File: config.mk
export PLATFORM = sky130hd
export DESIGN_NAME = display_scan_ctrl
export DESIGN_NICKNAME = d
export VERILOG_FILES = /design/src/rtl/display_scan_ctrl.sv
export SDC_FILE = /design/constraint.sdc
export NUM_CORES = 1
export LEC_CHECK = 0
export CAP_MARGIN = 10
export CORE_UTILIZATION = 40
export CTS_CLUSTER_DIAMETER = 200
export DETAILED_ROUTE_END_ITERATION = 16
export PLACE_DENSITY = 0.69
export SYNTH_ARGS = -nofsm -noshare
export SYNTH_HDL_FRONTEND = slang
export SYNTH_SLANG_ARGS = --single-unit
File: constraint.sdc
create_clock -name clk -period 2.2 [get_ports clk]
set_clock_uncertainty 0.2 [all_clocks]
set_input_delay 0.55 -clock clk [delete_from_list [all_inputs] [get_ports clk]]
set_output_delay 0.55 -clock clk [all_outputs]
set_load 0.02 [all_outputs]
File: src/rtl/display_scan_ctrl.sv
// display_scan_ctrl
//   Time-multiplexed scan controller for a 4-digit common-anode 7-segment
//   display. Each digit owns a slot of REFRESH_DIV cycles. The first
//   BLANK_CYCLES cycles of every slot keep all anodes off, which suppresses
//   ghosting. The remaining cycles drive the slot's anode. The digit value,
//   the adjust-blink flag and the colon flag are latched at the start of each
//   slot, so input changes take effect only from the next slot.
//
// Ports
//   clk      system clock
//   rst_n    asynchronous active-low reset
//   out1     1 Hz blink level, synchronous to clk
//   adj      adjust mode enable
//   adj_sel  field under adjustment: 0 = minutes, 1 = seconds
//   run      stopwatch is counting
//   min_l, min_r, sec_l, sec_r   digit values (0-9 valid, others blank)
//   an       anode enables, active-low (an[3] = min_l ... an[0] = sec_r)
//   seg      segments {g,f,e,d,c,b,a}, active-low
//   dp       colon decimal point, active-low
module display_scan_ctrl #(
  parameter int REFRESH_DIV  = 16,
  parameter int BLANK_CYCLES = 2
) (
  input  logic       clk,
  input  logic       rst_n,
  input  logic       out1,
  input  logic       adj,
  input  logic       adj_sel,
  input  logic       run,
  input  logic [4:0] min_l,
  input  logic [4:0] min_r,
  input  logic [4:0] sec_l,
  input  logic [4:0] sec_r,
  output logic [3:0] an,
  output logic [6:0] seg,
  output logic       dp
);

  localparam int CW = (REFRESH_DIV > 1) ? $clog2(REFRESH_DIV) : 1;
  localparam logic [CW-1:0] CNT_LAST  = CW'(REFRESH_DIV - 1);
  localparam logic [CW-1:0] CNT_BLANK = CW'(BLANK_CYCLES);

  logic [CW-1:0] cnt_q, cnt_d;
  logic [1:0]    idx_q, idx_d;
  logic [4:0]    slot_val_q, slot_val_d;
  logic          slot_blank_q, slot_blank_d;
  logic          slot_dp_q, slot_dp_d;
  logic [3:0]    an_q, an_d;
  logic [6:0]    seg_q, seg_d;
  logic          dp_q, dp_d;

  logic [4:0]    digit_sel;
  logic          in_field;
  logic          blank_flag;
  logic          dp_flag;
  logic [3:0]    an_drive;

  function automatic logic [6:0] seg_decode(input logic [4:0] v);
    logic [6:0] s;
    case (v)
      5'd0:    s = 7'b1000000;
      5'd1:    s = 7'b1111001;
      5'd2:    s = 7'b0100100;
      5'd3:    s = 7'b0110000;
      5'd4:    s = 7'b0011001;
      5'd5:    s = 7'b0010010;
      5'd6:    s = 7'b0000010;
      5'd7:    s = 7'b1111000;
      5'd8:    s = 7'b0000000;
      5'd9:    s = 7'b0010000;
      default: s = 7'b1111111;
    endcase
    return s;
  endfunction

  // Digit selected by the current slot index.
  always_comb begin
    digit_sel = min_l;
    case (idx_q)
      2'd0: digit_sel = min_l;
      2'd1: digit_sel = min_r;
      2'd2: digit_sel = sec_l;
      2'd3: digit_sel = sec_r;
      default: digit_sel = min_l;
    endcase
  end

  // idx[1] separates minutes (slots 0,1) from seconds (slots 2,3).
  assign in_field   = adj_sel ? idx_q[1] : ~idx_q[1];
  assign blank_flag = adj & ~out1 & in_field;
  // Colon sits after min_r: lit (0) when stopped, or on the high blink phase.
  assign dp_flag    = (idx_q == 2'd1) ? (run & ~out1) : 1'b1;

  // One-cold anode pattern: anode (3-idx) is the active digit.
  for (genvar gi = 0; gi < 4; gi++) begin : g_anode
    assign an_drive[gi] = (idx_q != 2'(3 - gi));
  end

  always_comb begin
    cnt_d        = cnt_q;
    idx_d        = idx_q;
    slot_val_d   = slot_val_q;
    slot_blank_d = slot_blank_q;
    slot_dp_d    = slot_dp_q;
    an_d         = 4'b1111;
    seg_d        = 7'b1111111;
    dp_d         = 1'b1;

    if (cnt_q == CNT_LAST) begin
      cnt_d = '0;
      idx_d = idx_q + 2'd1;
    end else begin
      cnt_d = cnt_q + 1'b1;
    end

    if (cnt_q == '0) begin
      slot_val_d   = digit_sel;
      slot_blank_d = blank_flag;
      slot_dp_d    = dp_flag;
    end

    // Slot registers are already loaded by the first DRIVE cycle because
    // BLANK_CYCLES >= 1 keeps cnt==0 inside the guard phase.
    if (cnt_q >= CNT_BLANK) begin
      an_d  = an_drive;
      seg_d = slot_blank_q ? 7'b1111111 : seg_decode(slot_val_q);
      dp_d  = slot_dp_q;
    end
  end

  always_ff @(posedge clk or negedge rst_n) begin
    if (!rst_n) begin
      cnt_q        <= '0;
      idx_q        <= 2'd0;
      slot_val_q   <= 5'd0;
      slot_blank_q <= 1'b0;
      slot_dp_q    <= 1'b0;
      an_q         <= 4'b1111;
      seg_q        <= 7'b1111111;
      dp_q         <= 1'b1;
    end else begin
      cnt_q        <= cnt_d;
      idx_q        <= idx_d;
      slot_val_q   <= slot_val_d;
      slot_blank_q <= slot_blank_d;
      slot_dp_q    <= slot_dp_d;
      an_q         <= an_d;
      seg_q        <= seg_d;
      dp_q         <= dp_d;
    end
  end

  assign an  = an_q;
  assign seg = seg_q;
  assign dp  = dp_q;

endmodule

==> results of run 1 <==
layer usage:
layer | part of all wire, % | wire length, um
met5 | 0 | 0
met4 | 1.2 | 33
met3 | 3.2 | 85
met2 | 54 | 1440
met1 | 42 | 1110
logic make-up after synthesis:
group / synth area share, %
xor gates and xnor gates: 1.98
muxes: 0.849
adders and majority gates: 12.3
DFF: 48.3
AOI/OAI and AO/OA: 18.1
and+or+nand+nor: 12.7
buffers and inverters: 5.75
report_power, final:
part | leakage, uW | internal (uW) | switching (uW)
Clock | 0.0000177 | 68.1 | 140
Sequential | 0.000276 | 466 | 9.36
Combinational | 0.000465 | 58.0 | 32.2
Total | 0.000759 | 592 | 181
sequential cells by signal, indices dropped and copies added, names as in the netlist:
register and count:
dp 1, idx_q 2, slot_blank_q 1, slot_dp_q 1
seg 7, cnt_q 4, an 4, slot_val_q 5
what timing repair did:
action / 4_1_cts / 5_1_grt
endpoints found under the hold margin: 0 / 0
setup endpoints to repair: 12 / 0
resized for setup: 12 / 0
cell type report:
class	count	area, um^2
clock buffers	3	22.5
well taps	44	55.1
clock inverters	1	5.00
multi-input cells	88	609
flip-flops and latches	25	641
inverters	13	48.8
fillers	291	1360
repair buffers	38	363
how the worst max path moves through the flow:
stage,slack [ps],cells past startpoint,end,startpoint
after floorplan,470,6,slot_val_q[0]$_DFFE_PN0N_,cnt_q[0]$_DFF_PN0_
after global placement,360,1,an[3],an[3]$_DFF_PN1_
after detailed placement,320,5,seg[6]$_DFF_PN1_,cnt_q[0]$_DFF_PN0_
after CTS,250,1,an[3],an[3]$_DFF_PN1_
after global routing,190,5,slot_val_q[2]$_DFFE_PN0N_,cnt_q[0]$_DFF_PN0_
final,260,1,an[3],an[3]$_DFF_PN1_
worst register-to-register path, cell delays in order, from the launching register on:
cell	delay [ps]
dfrtp_1	420
inv_1	90
ha_1	210
or4_4	590
nor3b_2	220
o21ai_0	100
synth_stat cells:
cell type / instances
a21oi_2: 1
or2_2: 2
ha_1: 13
inv_1: 13
xor2_1: 1
a21oi_1: 16
buf_2: 1
nor3b_2: 1
xnor2_1: 2
clkbuf_1: 1
nand2_1: 13
nor2_1: 5
nand3_1: 1
nand2b_1: 6
dfrtp_1: 13
nand3b_1: 1
dfstp_2: 12
o22ai_1: 1
o41ai_1: 1
a31oi_1: 1
or3b_1: 1
mux2_2: 1
buf_6: 1
a22o_1: 5
buf_1: 2
o21ai_0: 8
or4_4: 1
a22oi_1: 5
nor2b_1: 1
a21o_2: 1
metrics by stage:
step	utilization, %	total power, uW	hold WS (ps)	std cells	worst slack, ps
2_1_floorplan	-	512	54.4	131	469
3_3_place_gp	55.8	572	252	208	361
3_5_place_dp	55.8	574	265	208	324
4_1_cts	56.2	787	299	212	246
5_1_grt	56.2	811	324	212	188
6_report	56.2	773	291	212	263
==> flow_metrics.py, run 1 <==
metrics = {
    "yosys": {
        "ys_types": 30,
        "yosys_warnings": 0,
        "synth_top_area_share_pct": 24.5,
        "postSynthCellCount": 131,
        "ys_seq_area_share_pct": 48.3,
        "syn-cell-area_um2": 1330,
        "ys_top_cells_by_area": "dfrtp_1 25%, dfstp_2 24%, ha_1 12%",
        "avgSynthCellArea_um2": 10.1,
        "syn_nets": 170,
        "yosys.area.top_type": "dfrtp_1",
        "synth_seq_cells": 25,
    },
    "cts": {
        "cts_sinks": 25,
        "cts_setup_buffers": 0,
        "worst_setup_hold_path_clk_slew_ps": 140,
        "cts_buffers": 3,
        "cts_tree": "done",
        "clock_path_buffers": 2,
        "cts_hold_buf": 0,
        "clock_tree.htree_level_count": 1,
        "clk_latency_ps": 320,
        "root_buffer": "clkbuf_4",
    },
    "sta": {
        "period_share_pct": 88.0,
        "max-slew-margin-rel_pct": 68.8,
        "tightest_slew_ps": 468,
        "fmax_ghz": 0.516,
        "finalMaxSlewViolations": 0,
        "setup_tns_ps": 0,
        "finalSetupViolations": 0,
        "final-hold-violation-count": 0,
        "rsz0062_at_grt": "false",
        "period_needed_ps": 1940,
    },
    "worst_setup_path": {
        "critPathArrivalTime_ps": 1190,
        "required_ps": 1450,
        "cp-end-kind": "output pin",
        "regToRegEndpoint": "seg[1]$_DFF_PN1_",
        "max_stage_delay_ps": 540,
        "reg2reg_depth": 5,
        "rrSetupSlack_ps": 310,
        "worstSetupPathType": "reg -> out",
        "rr_startpoint": "cnt_q[0]$_DFF_PN0_",
        "cp_max_fo": 1,
        "path_buf_inv": 1,
        "crit_chain": "dlygate4sd2_1",
        "slowest_stage": "dfstp_2",
        "critical_path.top_delay_family": "flip-flops",
        "worstSetupStartpointType": "flop",
    },
    "final_layout": {
        "n_antenna_cell": 0,
        "nets": 208,
        "areaGrowthSynthToFinish_pct": 31.5,
        "layout_commonest_cell": "clkdlybuf4s50_1",
        "final_area_um2": 1740,
        "mostFrequentLayoutCells": "25 x clkdlybuf4s50_1, 16 x a21oi_1",
        "drive_gt1_share_pct": 14.3,
    },
    "min_path": {
        "worstHoldEndpoint": "dp$_DFF_PN1_",
        "min_path_cells": 1,
        "hp-start": "slot_dp_q$_DFFE_PN0N_",
        "hold_class": "reg -> reg",
    },
    "placement": {
        "place_congestion": 0.769,
        "portBuffers": 37,
        "dpl_cell_area_um2": 1730,
        "hpwlAfterDp_um": 2060,
    },
    "floorplan": {
        "dieWidth_um": 59.6,
        "fp.dieH_um": 59.6,
        "die_area_um2": 3550,
        "rows": 20,
        "io_pins": 38,
        "start_util_pct": 42.7,
        "core_um2": 3100,
    },
    "detailed_routing": {
        "vias_per_cell": 4.97,
        "drc": 0,
        "finalWirelength_um": 2670,
        "ant_nets": 0,
        "route.vias.total": 1054,
        "drtPass1Iterations": 3,
        "routedWlPerCell_um": 12.6,
        "drt-initial-drc-count": 10,
    },
    "grt": {
        "grt_overflow": 0,
        "grt_pass1_wl_um": 4380,
        "use_met3_pct": 2.40,
        "grt_busiest_layer": "met2",
        "grt_use_total_pct": 16.7,
        "grt_pass1_vias": 1054,
        "grt_start_max_net_pins": 26,
        "use_met1_pct": 17.9,
        "use_met2_pct": 31.9,
        "antenna_found_initial": 0,
    },
    "power_and_ir_drop": {
        "ir_drop_mv": 0.195,
        "power_density_nw_per_um2": 443,
        "leakagePower_uw": 0.000759,
    },
    "run": {
        "cap_violations": 0,
    },
    "run_status": {
        "status": "finished clean",
    },
}
Power figures use the tool's default switching activity.
==> run 2, diff against run 1 <==
CORE_ASPECT_RATIO = 0.7   (was unset)
==> flow_metrics.py, run 2 (synthesis results as in run 1) <==
metrics = {
    "run_status": {
        "status": "finished clean",
    },
    "final_layout": {
        "fillers": 276,
        "n_antenna_cell": 0,
        "largest_register_ffs": 7,
        "nets": 208,
        "mostFrequentLayoutCells": "37 x clkdlybuf4s50_1, 16 x a21oi_1",
        "final_util_pct": 56.2,
        "drive_gt1_share_pct": 13.7,
        "layout_commonest_cell": "clkdlybuf4s50_1",
        "areaGrowthSynthToFinish_pct": 33.4,
    },
    "power_and_ir_drop": {
        "switching_share_pct": 21.6,
        "ir_drop_mv": 0.229,
        "power_density_nw_per_um2": 471,
        "clock_power_share_pct": 32.1,
        "p_int_uw": 653,
        "p_sw_uw": 180,
        "leakagePower_uw": 0.000790,
        "power_frac_comb_pct": 10.9,
        "power_frac_seq_pct": 57.1,
    },
    "floorplan": {
        "io_pins": 38,
        "dieWidth_um": 70.8,
        "start_util_pct": 42.1,
        "core_um2": 3150,
        "rows": 17,
        "die_area_um2": 3550,
        "fp.dieH_um": 50.2,
    },
    "detailed_routing": {
        "routedWlPerCell_um": 12.7,
        "route.vias.total": 1062,
        "finalWirelength_um": 2610,
        "drtPass1Iterations": 6,
        "ant_nets": 0,
        "drt-initial-drc-count": 46,
        "vias_per_cell": 5.16,
        "drc": 0,
    },
    "sta": {
        "rsz0062_at_grt": "false",
        "tightest_slew_ps": 495,
        "finalMaxSlewViolations": 0,
        "setup_tns_ps": 0,
        "finalSetupViolations": 0,
        "fmax_ghz": 0.466,
        "final-hold-violation-count": 0,
        "max-slew-margin-rel_pct": 67.0,
        "period_needed_ps": 2140,
        "period_share_pct": 97.5,
    },
    "worst_setup_path": {
        "worstSetupPathType": "reg -> out",
        "crit_start": "seg[1]$_DFF_PN1_",
        "required_ps": 1450,
        "critPathArrivalTime_ps": 1390,
        "critical_path.top_delay_family": "buffers and inverters",
        "crit_path_end": "seg[1]",
        "cp_max_fo": 1,
        "rrSetupSlack_ps": 340,
        "cp.depth": 1,
        "worstSetupStartpointType": "flop",
        "regToRegEndpoint": "slot_val_q[3]$_DFFE_PN0N_",
        "reg2reg_depth": 4,
        "max_stage_delay_ps": 600,
        "cp-end-kind": "output pin",
        "crit_chain": "clkdlybuf4s50_1",
        "rr_startpoint": "cnt_q[0]$_DFF_PN0_",
        "slowest_stage": "clkdlybuf4s50_1",
        "path_buf_inv": 1,
    },
    "min_path": {
        "min_path_cells": 1,
        "hold_class": "reg -> reg",
    },
    "grt": {
        "grt_use_total_pct": 16.5,
        "antenna_found_initial": 0,
        "grt_start_max_net_pins": 26,
        "grt_pass1_vias": 1000,
        "grt_pass1_wl_um": 4450,
        "grt_overflow": 0,
    },
    "placement": {
        "hpwlAfterDp_um": 1990,
        "portBuffers": 37,
        "place_congestion": 0.851,
    },
    "cts": {
        "clk_latency_ps": 260,
        "cts_hold_buf": 0,
        "clock_path_buffers": 2,
        "root_buffer": "clkbuf_8",
        "cts_buffers": 3,
        "cts_setup_buffers": 0,
        "cts_tree": "done",
        "cts_sinks": 25,
        "worst_setup_hold_path_clk_slew_ps": 80,
        "clock_tree.htree_level_count": 1,
        "ctsResizeCount": 0,
    },
    "run": {
        "cap_violations": 0,
    },
}
==> run 2: changes by cell type in the layout (fill, tap and decap cells not counted), sizes merged <==
cell | previous run | this run
clkbuf | 3 | 4
dlygate4sd2 | 12 | 0
clkinv | 1 | 0
clkdlybuf4s50 | 25 | 37
==> run 2: final cells by class <==
class / instances / area, um^2 / share of cell area, %
Inverter: 13 / 48.8 / 2.76
Clock buffer: 4 / 45.0 / 2.55
Sequential cell: 25 / 641 / 36.2
Multi-Input combinational cell: 88 / 609 / 34.4
Tap cell: 38 / 47.5 / 2.69
Timing Repair Buffer: 38 / 378 / 21.4
==> run 2: how the worst min path moves through the flow <==
stage                                      from            endpoint  slack (ps)
final                     slot_dp_q$_DFFE_PN0N_        dp$_DFF_PN1_         290
after global routing      slot_dp_q$_DFFE_PN0N_        dp$_DFF_PN1_         310
after CTS                 slot_dp_q$_DFFE_PN0N_        dp$_DFF_PN1_         280
after detailed placement  slot_dp_q$_DFFE_PN0N_        dp$_DFF_PN1_         260
after global placement    slot_dp_q$_DFFE_PN0N_        dp$_DFF_PN1_         250
after floorplan                           rst_n  cnt_q[0]$_DFF_PN0_          50
==> run 2: layer usage <==
layer / vias to the layer above / track usage [%] / share of wire (%)
met4: 0 / 8.33 / 1.2
met1: 505 / 21.9 / 47
met3: 4 / 2.21 / 4.6
met2: 36 / 26.9 / 47
met5: - / 0 / 0
li1: 517 / - / -
==> run 2: power groups by stage <==
stage / Clock [uW] / Sequential (uW) / Combinational (uW)
after global routing: 287 / 477 / 102
after detailed placement: 0 / 483 / 90.7
final: 267 / 475 / 90.7
after global placement: 0 / 483 / 89.0
after floorplan: 0 / 478 / 34.7
after CTS: 276 / 475 / 91.8
==> run 2: stage by stage <==
stage / setup slack [ps] / cells / total power (uW) / area [um^2] / hold slack, ps
5_1_grt: 28.0 / 206 / 865 / 1770 / 308
2_1_floorplan: 469 / 131 / 512 / 1330 / 54.4
3_5_place_dp: 346 / 202 / 574 / 1720 / 260
4_1_cts: 48.6 / 206 / 843 / 1770 / 282
6_report: 55.7 / 206 / 833 / 1770 / 285
3_3_place_gp: 365 / 202 / 572 / 1720 / 245
